==> config.mk <==
export PLATFORM = sky130hd
export DESIGN_NAME = t_ff_toggle_rx
export DESIGN_NICKNAME = d
export VERILOG_FILES = /design/src/rtl/t_ff_toggle_rx_pkg.sv /design/src/rtl/toggle_edge_det.sv /design/src/rtl/t_ff_toggle_rx.sv
export SDC_FILE = /design/constraint.sdc
export NUM_CORES = 1
export LEC_CHECK = 0
export BUFFER_PORTS_ARGS = -buffer_cell sky130_fd_sc_hd__buf_2
export CAP_MARGIN = 20
export CORE_UTILIZATION = 25
export CTS_CLUSTER_DIAMETER = 150
export DETAILED_ROUTE_END_ITERATION = 12
export SLEW_MARGIN = 10
export SYNTH_ARGS = -nofsm -noshare
export SYNTH_HDL_FRONTEND = slang
export SYNTH_SLANG_ARGS = --single-unit
==> constraint.sdc <==
create_clock -name clk -period 3.7 [get_ports clk]
set_clock_uncertainty 0.15 [all_clocks]
set_input_delay 0.185 -clock clk [delete_from_list [all_inputs] [get_ports clk]]
set_output_delay 0.185 -clock clk [all_outputs]
set_load 0.1 [all_outputs]
==> src/rtl/t_ff_toggle_rx_pkg.sv <==
// rtl/t_ff_toggle_rx_pkg.sv - shared state type and default widths for t_ff_toggle_rx
package t_ff_toggle_rx_pkg;

  typedef enum logic [1:0] {
    EMPTY  = 2'd0,
    ACTIVE = 2'd1,
    FULL   = 2'd2
  } state_t;

  localparam int unsigned CNT_W_DEF  = 8;
  localparam int unsigned PEND_W_DEF = 3;

endpackage

==> src/rtl/toggle_edge_det.sv <==
// rtl/toggle_edge_det.sv - toggle-line edge detector with registered pulse
// Optional 2-flop input synchronizer enabled by T_FF_TOGGLE_RX_SYNC_EN.
module toggle_edge_det (
  input  logic clk_i,
  input  logic clear_i,
  input  logic t_i,
  output logic tog_o,
  output logic pulse_o
);

  logic line;
  logic t_q;
  logic pulse_q;

`ifdef T_FF_TOGGLE_RX_SYNC_EN
  logic s1_q;
  logic s2_q;

  // On clear every stage takes the current line level so nothing in flight counts.
  always_ff @(posedge clk_i) begin
    if (clear_i) begin
      s1_q <= t_i;
      s2_q <= t_i;
    end else begin
      s1_q <= t_i;
      s2_q <= s1_q;
    end
  end

  assign line = s2_q;
`else
  assign line = t_i;
`endif

  assign tog_o = line ^ t_q;

  always_ff @(posedge clk_i) begin
    if (clear_i) begin
      t_q     <= t_i;
      pulse_q <= 1'b0;
    end else begin
      t_q     <= line;
      pulse_q <= tog_o;
    end
  end

  assign pulse_o = pulse_q;

endmodule

==> src/rtl/t_ff_toggle_rx.sv <==
// rtl/t_ff_toggle_rx.sv - toggle-line event receiver with pending buffer and valid/ready release
// Input synchronizer selectable with T_FF_TOGGLE_RX_SYNC_EN (see toggle_edge_det).
module t_ff_toggle_rx
  import t_ff_toggle_rx_pkg::*;
#(
  parameter int unsigned CNT_W  = CNT_W_DEF,
  parameter int unsigned PEND_W = PEND_W_DEF
) (
  input  logic              clk,
  input  logic              clear,
  input  logic              t_in,
  output logic              pulse_out,
  output logic              ev_valid,
  input  logic              ev_ready,
  output logic [PEND_W-1:0] pending,
  output logic [CNT_W-1:0]  ev_count,
  output logic              overflow,
  output logic [1:0]        state
);

  localparam logic [PEND_W-1:0] PEND_MAX = '1;
  localparam logic [PEND_W-1:0] PEND_ONE = 1;
  localparam logic [CNT_W-1:0]  CNT_ONE  = 1;

  logic              tog;
  logic              accept;
  logic              ovf_set;
  logic [PEND_W-1:0] pending_q;
  logic [PEND_W-1:0] pending_d;
  logic [CNT_W-1:0]  count_q;
  logic              ovf_q;
  state_t            state_q;

  toggle_edge_det u_det (
    .clk_i   (clk),
    .clear_i (clear),
    .t_i     (t_in),
    .tog_o   (tog),
    .pulse_o (pulse_out)
  );

  assign ev_valid = (pending_q != '0);
  assign accept   = ev_valid && ev_ready;

  // A toggle and an accept in the same cycle cancel, so a full buffer does not overflow.
  always_comb begin
    pending_d = pending_q;
    ovf_set   = 1'b0;
    if (tog && !accept) begin
      if (pending_q != PEND_MAX) begin
        pending_d = pending_q + PEND_ONE;
      end else begin
        ovf_set = 1'b1;
      end
    end else if (!tog && accept) begin
      pending_d = pending_q - PEND_ONE;
    end
  end

  always_ff @(posedge clk) begin
    if (clear) begin
      pending_q <= '0;
      count_q   <= '0;
      ovf_q     <= 1'b0;
      state_q   <= EMPTY;
    end else begin
      pending_q <= pending_d;
      if (accept) begin
        count_q <= count_q + CNT_ONE;
      end
      if (ovf_set) begin
        ovf_q <= 1'b1;
      end
      case (state_q)
        EMPTY: begin
          if (pending_d == PEND_MAX) begin
            state_q <= FULL;
          end else if (pending_d != '0) begin
            state_q <= ACTIVE;
          end
        end
        ACTIVE: begin
          if (pending_d == PEND_MAX) begin
            state_q <= FULL;
          end else if (pending_d == '0) begin
            state_q <= EMPTY;
          end
        end
        FULL: begin
          if (pending_d == '0) begin
            state_q <= EMPTY;
          end else if (pending_d != PEND_MAX) begin
            state_q <= ACTIVE;
          end
        end
        default: state_q <= EMPTY;
      endcase
    end
  end

  assign pending  = pending_q;
  assign ev_count = count_q;
  assign overflow = ovf_q;
  assign state    = state_q;

endmodule

==> impl_metrics.tcl, run 1 <==
set metrics [dict create \
    outcome "completed" \
    synth_common_cells "dfxtp_1 (16), nor2_1 (10), a21oi_1 (6)" \
    die_w_um 58.4 \
    io_buffers 19 \
    max_cap_violations 0 \
    gp_congestion 0.823 \
    netlist_area_sq_um 795 \
    required_ns 3.79 \
    hold_violations 0 \
    ir_drop_mv 0.138 \
    cts_root_buffer "clkbuf_4" \
    row_count 20 \
    rsz0062_at_grt "false" \
    avgSynthCellArea_sq_um 9.13 \
    fin_worst_hold_slack_ns 0.0758 \
    antenna_found_initial 0 \
    diodes 0 \
    leakage_nw 0.411 \
    tns_ns 0 \
    cts_sinks 16 \
    clkTransAtPathRegs_ns 0.10 \
    start_util_pct 26.2 \
    die-area_sq_mm 0.00341 \
    top_layer "met4" \
    met2_length_um 825 \
    grt_usage_pct 10.8 \
    cts_inserted_buffers 3 \
    power.switching_w 0.000314 \
    core_sq_mm 0.00303 \
    dr_wl_met3_um 104 \
    stdcell_area_sq_um 978 \
    ys_warn_count 0 \
    clock_power_share_pct 18.8 \
    grt-ovfl-total 0 \
    synth-async-reset-ratio_pct 0 \
    critPathArrivalTime_ns 2.13 \
    htreeDepth 1 \
    pwr_density_cell_mw_per_mm2 644 \
    cts_tree "done" \
    critPathKind "flop to flop" \
    die_h_um 58.4 \
    wire_per_inst_um 11.0 \
    antenna_left 0 \
    synthDominantCellAreaShare_pct 40.3 \
    vias 705 \
    synth_ff_type "dfxtp_1" \
    hp-class "primary input to flop" \
    intPower_w 0.000316 \
    ys_types 35 \
    num_io_pins 20 \
    clk_path_buf_depth 2 \
    worst_pin_slew_ns 0.494 \
    cts-resized-gates 0 \
    vias_per_cell 4.64 \
    postCtsSetupBuffers 0 \
    drt-initial-drc-count 43 \
    end_kind "flop" \
    placed_area_sq_um 932 \
    drive_gt1_share_pct 27.8 \
    holdBufCountCts 1 \
    syn_inst 87 \
    setup_viol 0 \
    drc 0 \
    syn_nets 95 \
    clk_latency_ns 0.30 \
    synth.area.top_cells "dfxtp_1 (40%), ha_1 (6.3%), nor2_1 (4.7%), a21oi_1 (3.8%), xnor2_1 (3.3%)" \
    yosysMostFrequentCell "dfxtp_1" \
    finalMaxSlewViolations 0 \
    synth_edf_count 0 \
    path_max_fanout 13 \
    cp-start-kind "flop" \
    drt-pass1-iter-count 4 \
    met1_length_um 692 \
    power.share.sequential_pct 32.7 \
    slew_headroom_pct 67.3 \
    synth_top_area_cell "dfxtp_1" \
    grt_pass1_vias 657 \
    p_sw_share_pct 49.9 \
    finalPower_w 0.000630 \
    yosysSeqAreaShare_pct 40.3 \
    grt_max_degree 16 \
    place_hpwl_um 1220 \
    max_freq_mhz 490 \
    final.period_utilization_pct 55.1 \
    area_growth_pct 23.1 \
    pwr-share-comb_pct 48.5 \
    final_nets 117 \
    ys_seq_elements 16 \
    grt_pass1_wl_um 2750 \
    drt_wl_total_um 1670 \
    finalCriticalPeriod_ns 2.04 \
]
## power groups by stage
stage,sequential (W),combinational [W],clock (W)
after floorplan,0.000327,0.000145,0
after global placement,0.000209,0.000302,0
after detailed placement,0.000211,0.000307,0
after CTS,0.000207,0.000308,0.000123
after global routing,0.000210,0.000325,0.000133
final,0.000206,0.000306,0.000119
## layout make-up
| class | count | area [sq um] |
|---|---|---|
| fill | 333 | 2050 |
| multi-input combinational | 63 | 443 |
| sequential | 16 | 320 |
| timing repair buffer | 20 | 105 |
| tap | 44 | 55.1 |
| clock buffer | 4 | 36.3 |
| inverter | 5 | 18.8 |
## routing by layer
| layer | vias up | global-route usage (%) |
|---|---|---|
| met4 | 0 | 7.82 |
| li1 | 352 | - |
| met2 | 18 | 20.0 |
| met3 | 7 | 2.64 |
| met1 | 328 | 10.3 |
| met5 | - | 0 |
## layout by cell type (no fill, tap or decap), types with 3 or more instances in the layout
| master | instances |
|---|---|
| buf_2 | 19 |
| inv_1 | 5 |
| clkbuf_4 | 3 |
| nand3_1 | 5 |
| a21oi_1 | 6 |
| nand2_1 | 4 |
| dfxtp_1 | 16 |
| nand4_1 | 3 |
| nor2_1 | 10 |
| xnor2_1 | 3 |
| xor2_1 | 3 |
| ha_1 | 4 |
## kinds of logic after synthesis
logic type	synth area share, %
buf+inv	3.94
compound gates	17.2
xor+xnor	8.66
simple gates	22.4
flops	40.3
mux	1.26
fa+ha+maj	6.30
## worst paths after layout
path	start	endpoint	slack (ns)	depth (start not counted)
max	pending[1]$_SDFF_PP0_	state[1]$_SDFFE_PP0P_	1.66	7
min	clear	ev_count[0]$_SDFFE_PP0P_	0.08	2
max reg2reg	pending[1]$_SDFF_PP0_	state[1]$_SDFFE_PP0P_	1.66	7
min reg2reg	overflow$_SDFFE_PP0P_	overflow$_SDFFE_PP0P_	0.34	2
## stage by stage
| step | instances | worst slack (ns) | util, % |
|---|---|---|---|
| after floorplan | 87 | 0.704 | - |
| after global placement | 147 | 1.74 | 30.8 |
| after detailed placement | 147 | 1.68 | 30.8 |
| after CTS | 152 | 1.64 | 32.3 |
| after global routing | 152 | 1.53 | 32.3 |
| final | 152 | 1.66 | 32.3 |
## flip-flops by register name, indices dropped and copies added (netlist names)
register       count
overflow           1
state              2
u_det.pulse_o      1
pending            3
u_det.t_q          1
ev_count           8
## worst max-delay path, cell delays in order (launching register included)
cell      delay (ns)
dfxtp_1         0.42
inv_1           0.11
ha_1            0.25
nand2b_4        0.16
a211oi_1        0.11
or3_4           0.40
a211oi_2        0.24
nor2b_1         0.15
No activity file was read; power rests on OpenSTA's default activity.
==> inputs of run 2 (changes only) <==
==> constraint.sdc (replaced) <==
create_clock -name clk -period 1.7 [get_ports clk]
set_clock_uncertainty 0.15 [all_clocks]
set_input_delay 0.085 -clock clk [delete_from_list [all_inputs] [get_ports clk]]
set_output_delay 0.085 -clock clk [all_outputs]
set_load 0.1 [all_outputs]
==> run 2 against run 1 <==
Net effect: the run now ends with negative setup slack left; clock-buffer cell count did not move; die area did not move; hold slack worse by 0.035 ns; non-clock buffer count is 11 higher; register-to-register slack lost 1.7 ns; cell count up 7.2%; largest power group unchanged.
==> impl_metrics.tcl, run 2 (same netlist as run 1, synthesis figures left out) <==
set metrics [dict create \
    outcome "finished with violations" \
    violations "negative setup slack" \
    setup_viol 4 \
    final.period_utilization_pct 105 \
    wire_per_inst_um 10.9 \
    intPower_w 0.000833 \
    fin_ws_ns -0.0775 \
    drive_gt1_share_pct 50.4 \
    cts_root_buffer "clkbuf_4" \
    clkTransAtPathRegs_ns 0.09 \
    max_cap_violations 0 \
    path_max_fanout 7 \
    pwr_density_cell_mw_per_mm2 1360 \
    final_nets 128 \
    cts_sinks 16 \
    tns_ns -0.186 \
    path_cells "inv_4 > ha_4 > nand2b_4 > a2111o_1 > o211ai_1 > nand4_1 > nor3b_2" \
    diodes 0 \
    p_sw_share_pct 47.0 \
    clock_power_share_pct 15.9 \
    critPathKind "flop to flop" \
    leakage_nw 0.478 \
    grt_usage_pct 11.5 \
    dp.cells 155 \
    ir_drop_mv 0.479 \
    drt_wl_total_um 1780 \
    place_hpwl_um 1340 \
    final_common_cell "buf_2" \
    end_kind "flop" \
    grt-ovfl-total 0 \
    clk_path_buf_depth 2 \
    slew_headroom_pct 67.0 \
    critPathArrivalTime_ns 1.81 \
    drc 0 \
    cts_tree "done" \
    grt_max_degree 16 \
    power.share.sequential_pct 29.6 \
    final_cell_mix "buf_2 (18), buf_4 (10), nor2_1 (9), dfxtp_1 (7), dfxtp_2 (6)" \
    die_h_um 58.4 \
    largest_reg_flops 8 \
    pwr-share-comb_pct 54.5 \
    start_util_pct 26.2 \
    row_count 20 \
    core_sq_mm 0.00303 \
    htreeDepth 1 \
    place_ws_ns -0.0980 \
    antenna_found_initial 0 \
    cp-start-kind "flop" \
    cp_slowest_cell "a2111o_1" \
    antenna_left 0 \
    io_buffers 19 \
    instances_no_fill 163 \
    drt-initial-drc-count 21 \
    required_ns 1.73 \
    finalMaxSlewViolations 0 \
    drt-pass1-iter-count 3 \
    clk_latency_ns 0.28 \
    fin_worst_hold_slack_ns 0.0407 \
    placed_area_sq_mm 0.00107 \
    stdcell_area_sq_mm 0.00116 \
    num_io_pins 20 \
    die-area_sq_mm 0.00341 \
    cts_inserted_buffers 3 \
    finalCriticalPeriod_ns 1.78 \
    hold_violations 0 \
    area_growth_pct 46.1 \
    fillers 310 \
    slowest_delay_ns 0.41 \
    vias 741 \
    grt_pass1_vias 705 \
    die_w_um 58.4 \
    grt_pass1_wl_um 3000 \
    rsz0062_at_grt "true" \
    max_freq_mhz 563 \
    gp_congestion 0.734 \
    power.switching_w 0.000741 \
    worst_pin_slew_ns 0.499 \
    hp-class "primary input to flop" \
    vias_per_cell 4.55 \
]
==> run 2: cell types whose count changed in the layout (fill, tap and decap cells not counted), sizes merged <==
cell | previous run | this run
buf | 19 | 29
dlygate4sd3 | 1 | 2
==> run 2: stage by stage <==
step	util, %	total power [W]
6_report	38.3	0.00157
3_5_place_dp	35.4	0.00129
2_1_floorplan	-	0.00113
5_1_grt	38.3	0.00165
4_1_cts	38.3	0.00159
3_3_place_gp	35.4	0.00128
==> run 2: layer usage <==
layer	track usage, %	wire (um)
met1	13.3	787
met2	20.4	900
met3	3.30	70
met4	4.08	23
met5	0	0
==> run 2: repair_timing <==
action,in CTS,in global routing
hold endpoints to repair,12,0
hold buffers,2,0
cloned,0,0
pin swaps,7,1
buffers inserted,2,0
endpoints found under the setup margin,4,6
resized for setup,4,1
==> run 2: power by group through the flow <==
stage / combinational (W) / sequential [W] / clock (W)
6_report: 0.000858 / 0.000466 / 0.000250
5_1_grt: 0.000905 / 0.000471 / 0.000273
4_1_cts: 0.000856 / 0.000466 / 0.000266
3_5_place_dp: 0.000812 / 0.000478 / 0
3_3_place_gp: 0.000802 / 0.000475 / 0
2_1_floorplan: 0.000391 / 0.000735 / 0
==> run 2: critical path: cells and delay by family (launching register included) <==
family / cells / cell delay [ns]
compound gates: 2 / 0.58
fa+ha+maj: 1 / 0.14
buf+inv: 1 / 0.06
flops: 1 / 0.37
simple gates: 3 / 0.37
==> run 2: area by class of cell <==
cell class / count / area [sq um] / share of cell area [%]
Multi-Input combinational cell: 63 / 502 / 43.2
Timing Repair Buffer: 31 / 205 / 17.7
Tap cell: 44 / 55.1 / 4.74
Sequential cell: 16 / 339 / 29.2
Inverter: 5 / 23.8 / 2.05
Clock buffer: 4 / 36.3 / 3.13
==> run 2: path summary, 6_finish.rpt <==
path	startpoint	end	slack (ns)	depth (start not counted)
setup reg to reg	pending[1]$_SDFF_PP0_	state[0]$_SDFFE_PP0P_	-0.08	7
hold reg to reg	overflow$_SDFFE_PP0P_	overflow$_SDFFE_PP0P_	0.33	2
setup / recovery	pending[1]$_SDFF_PP0_	state[0]$_SDFFE_PP0P_	-0.08	7
hold / removal	ev_ready	ev_count[1]$_SDFFE_PP0P_	0.04	3
==> inputs of run 3 (changes only) <==
--- a/config.mk
+++ b/config.mk
@@ -5,11 +5,11 @@
 export SDC_FILE = /design/constraint.sdc
 export NUM_CORES = 1
 export LEC_CHECK = 0
-export BUFFER_PORTS_ARGS = -buffer_cell sky130_fd_sc_hd__buf_2
 export CAP_MARGIN = 20
 export CORE_UTILIZATION = 25
 export CTS_CLUSTER_DIAMETER = 150
 export DETAILED_ROUTE_END_ITERATION = 12
+export DONT_BUFFER_PORTS = 1
 export SLEW_MARGIN = 10
 export SYNTH_ARGS = -nofsm -noshare
 export SYNTH_HDL_FRONTEND = slang
==> constraint.sdc (replaced) <==
create_clock -name clk -period 2.2 [get_ports clk]
set_clock_uncertainty 0.15 [all_clocks]
set_input_delay 0.11 -clock clk [delete_from_list [all_inputs] [get_ports clk]]
set_output_delay 0.11 -clock clk [all_outputs]
set_load 0.1 [all_outputs]
==> run 3 against run 2 <==
Net effect: the flow now finishes without violations; hold slack worse by 0.020 ns; core utilization down 4.3 points; critical path depth unchanged; largest cell class unchanged; register-to-register slack better by 0.27 ns; sequential cell count unchanged; power down 31%.
==> impl_metrics.tcl, run 3 (same netlist as run 1, synthesis figures left out) <==
set metrics [dict create \
    cp_slowest_cell "a2111o_1" \
    grt_pass1_wl_um 2710 \
    tns_ns 0 \
    final_common_cell "buf_4" \
    power.switching_w 0.000525 \
    cts_tree "done" \
    intPower_w 0.000559 \
    vias_per_cell 4.64 \
    end_kind "flop" \
    holdBufCountCts 3 \
    finalCriticalPeriod_ns 2.01 \
    slew_headroom_pct 65.7 \
    drc 0 \
    placed_area_sq_um 966 \
    holdPathStages 3 \
    drt-initial-drc-count 27 \
    hold_violations 0 \
    drt_wl_total_um 1700 \
    antenna_left 0 \
    instances_no_fill 151 \
    cp-start-kind "flop" \
    final.period_utilization_pct 91.2 \
    grt_usage_pct 10.8 \
    cts_inserted_buffers 3 \
    start_util_pct 26.2 \
    power.share.sequential_pct 32.2 \
    antenna_found_initial 0 \
    die_h_um 58.4 \
    crit_family "compound AO/OA/AOI/OAI gates" \
    path_cells "inv_1 > ha_1 > nand2b_4 > a2111o_1 > o211ai_1 > nand4_1 > nor3b_1" \
    max_freq_mhz 499 \
    wire_per_inst_um 11.3 \
    r2r_slack_ns 0.19 \
    area_growth_pct 29.9 \
    postCtsSetupBuffers 0 \
    die-area_sq_mm 0.00341 \
    core_sq_mm 0.00303 \
    place_ws_ns 0.222 \
    largest_reg_flops 8 \
    hp-class "primary input to flop" \
    clk_path_buf_depth 2 \
    r2r_end "state[0]$_SDFFE_PP0P_" \
    seq_area_sq_um 329 \
    leakage_nw 0.410 \
    fillers 307 \
    path_max_fanout 13 \
    holdCritStartpoint "ev_ready" \
    setup_viol 0 \
    final_cell_mix "buf_4 (16), dfxtp_1 (13), nor2_1 (10), a21oi_1 (6)" \
    cts_sinks 16 \
    drt-pass1-iter-count 4 \
    critPathKind "flop to flop" \
    diodes 0 \
    rr_worst_depth 7 \
    pwr_density_cell_mw_per_mm2 1050 \
    stdcell_area_sq_mm 0.00103 \
    max_cap_violations 0 \
    grt_max_degree 15 \
    final_nets 116 \
    ir_drop_mv 0.385 \
    htreeDepth 1 \
    clkTransAtPathRegs_ns 0.09 \
    pwr-share-comb_pct 50.0 \
    drive_gt1_share_pct 28.0 \
    row_count 20 \
    vias 700 \
    required_ns 2.23 \
    grt_pass1_vias 633 \
    cts-resized-gates 0 \
    io_buffers 0 \
    dp.cells 144 \
    gp_congestion 0.806 \
    cts_root_buffer "clkbuf_4" \
    r2r-start "pending[1]$_SDFF_PP0_" \
    p_sw_share_pct 48.4 \
    path_buf_inv 1 \
    die_w_um 58.4 \
    critPathArrivalTime_ns 2.04 \
    finalMaxSlewViolations 0 \
    outcome "completed" \
    clk_latency_ns 0.29 \
    fin_ws_ns 0.194 \
    num_io_pins 20 \
    clock_power_share_pct 17.8 \
    multi_input_area_sq_um 443 \
    worstHoldEndpoint "pending[1]$_SDFF_PP0_" \
    rsz0062_at_grt "false" \
    grt-ovfl-total 0 \
    worst_pin_slew_ns 0.512 \
    slowest_delay_ns 0.43 \
]
[run 3: cell type report]
cell class | instances | share of cell area, %
Inverter | 5 | 1.82
Multi-Input combinational cell | 63 | 42.9
Clock buffer | 4 | 3.52
Timing Repair Buffer | 19 | 14.5
Sequential cell | 16 | 31.9
Tap cell | 44 | 5.33
[run 3: per-layer routing]
metal,global-route usage (%),wire length [um],vias up
li1,-,-,354
met1,12.0,733,315
met2,16.7,837,27
met3,5.49,110,4
met4,5.78,22,0
met5,0,0,-
[run 3: through the flow]
stage | hold slack [ns] | total power (W) | util (%)
after floorplan | -0.0123 | 0.000812 | -
after detailed placement | -0.0120 | 0.000887 | 31.9
after global placement | -0.0120 | 0.000875 | 31.9
final | 0.0207 | 0.00108 | 34.1
after CTS | 0.00896 | 0.00110 | 34.1
after global routing | 0.0339 | 0.00115 | 34.1
[run 3: how the worst max path moves through the flow]
stage,from,to,slack (ns),depth (start not counted)
3_5_place_dp,pending[1]$_SDFF_PP0_,state[0]$_SDFFE_PP0P_,0.22,7
2_1_floorplan,pending[0]$_SDFF_PP0_,state[0]$_SDFFE_PP0P_,0.07,8
3_3_place_gp,pending[1]$_SDFF_PP0_,state[0]$_SDFFE_PP0P_,0.27,7
4_1_cts,pending[0]$_SDFF_PP0_,state[0]$_SDFFE_PP0P_,0.20,7
5_1_grt,pending[0]$_SDFF_PP0_,state[0]$_SDFFE_PP0P_,0.08,7
6_report,pending[1]$_SDFF_PP0_,state[0]$_SDFFE_PP0P_,0.19,7
[run 3: power by group through the flow]
stage          logic [W]  registers (W)  clock network, W
2_1_floorplan   0.000256       0.000556                 0
3_3_place_gp    0.000521       0.000354                 0
3_5_place_dp    0.000532       0.000355                 0
4_1_cts         0.000543       0.000348          0.000205
5_1_grt         0.000574       0.000353          0.000221
6_report        0.000542       0.000348          0.000193
[run 3: worst min-delay path, stage by stage]
cell and delay [ns]:
a31oi_1 0.12, or3_4 0.14, a21oi_1 0.05
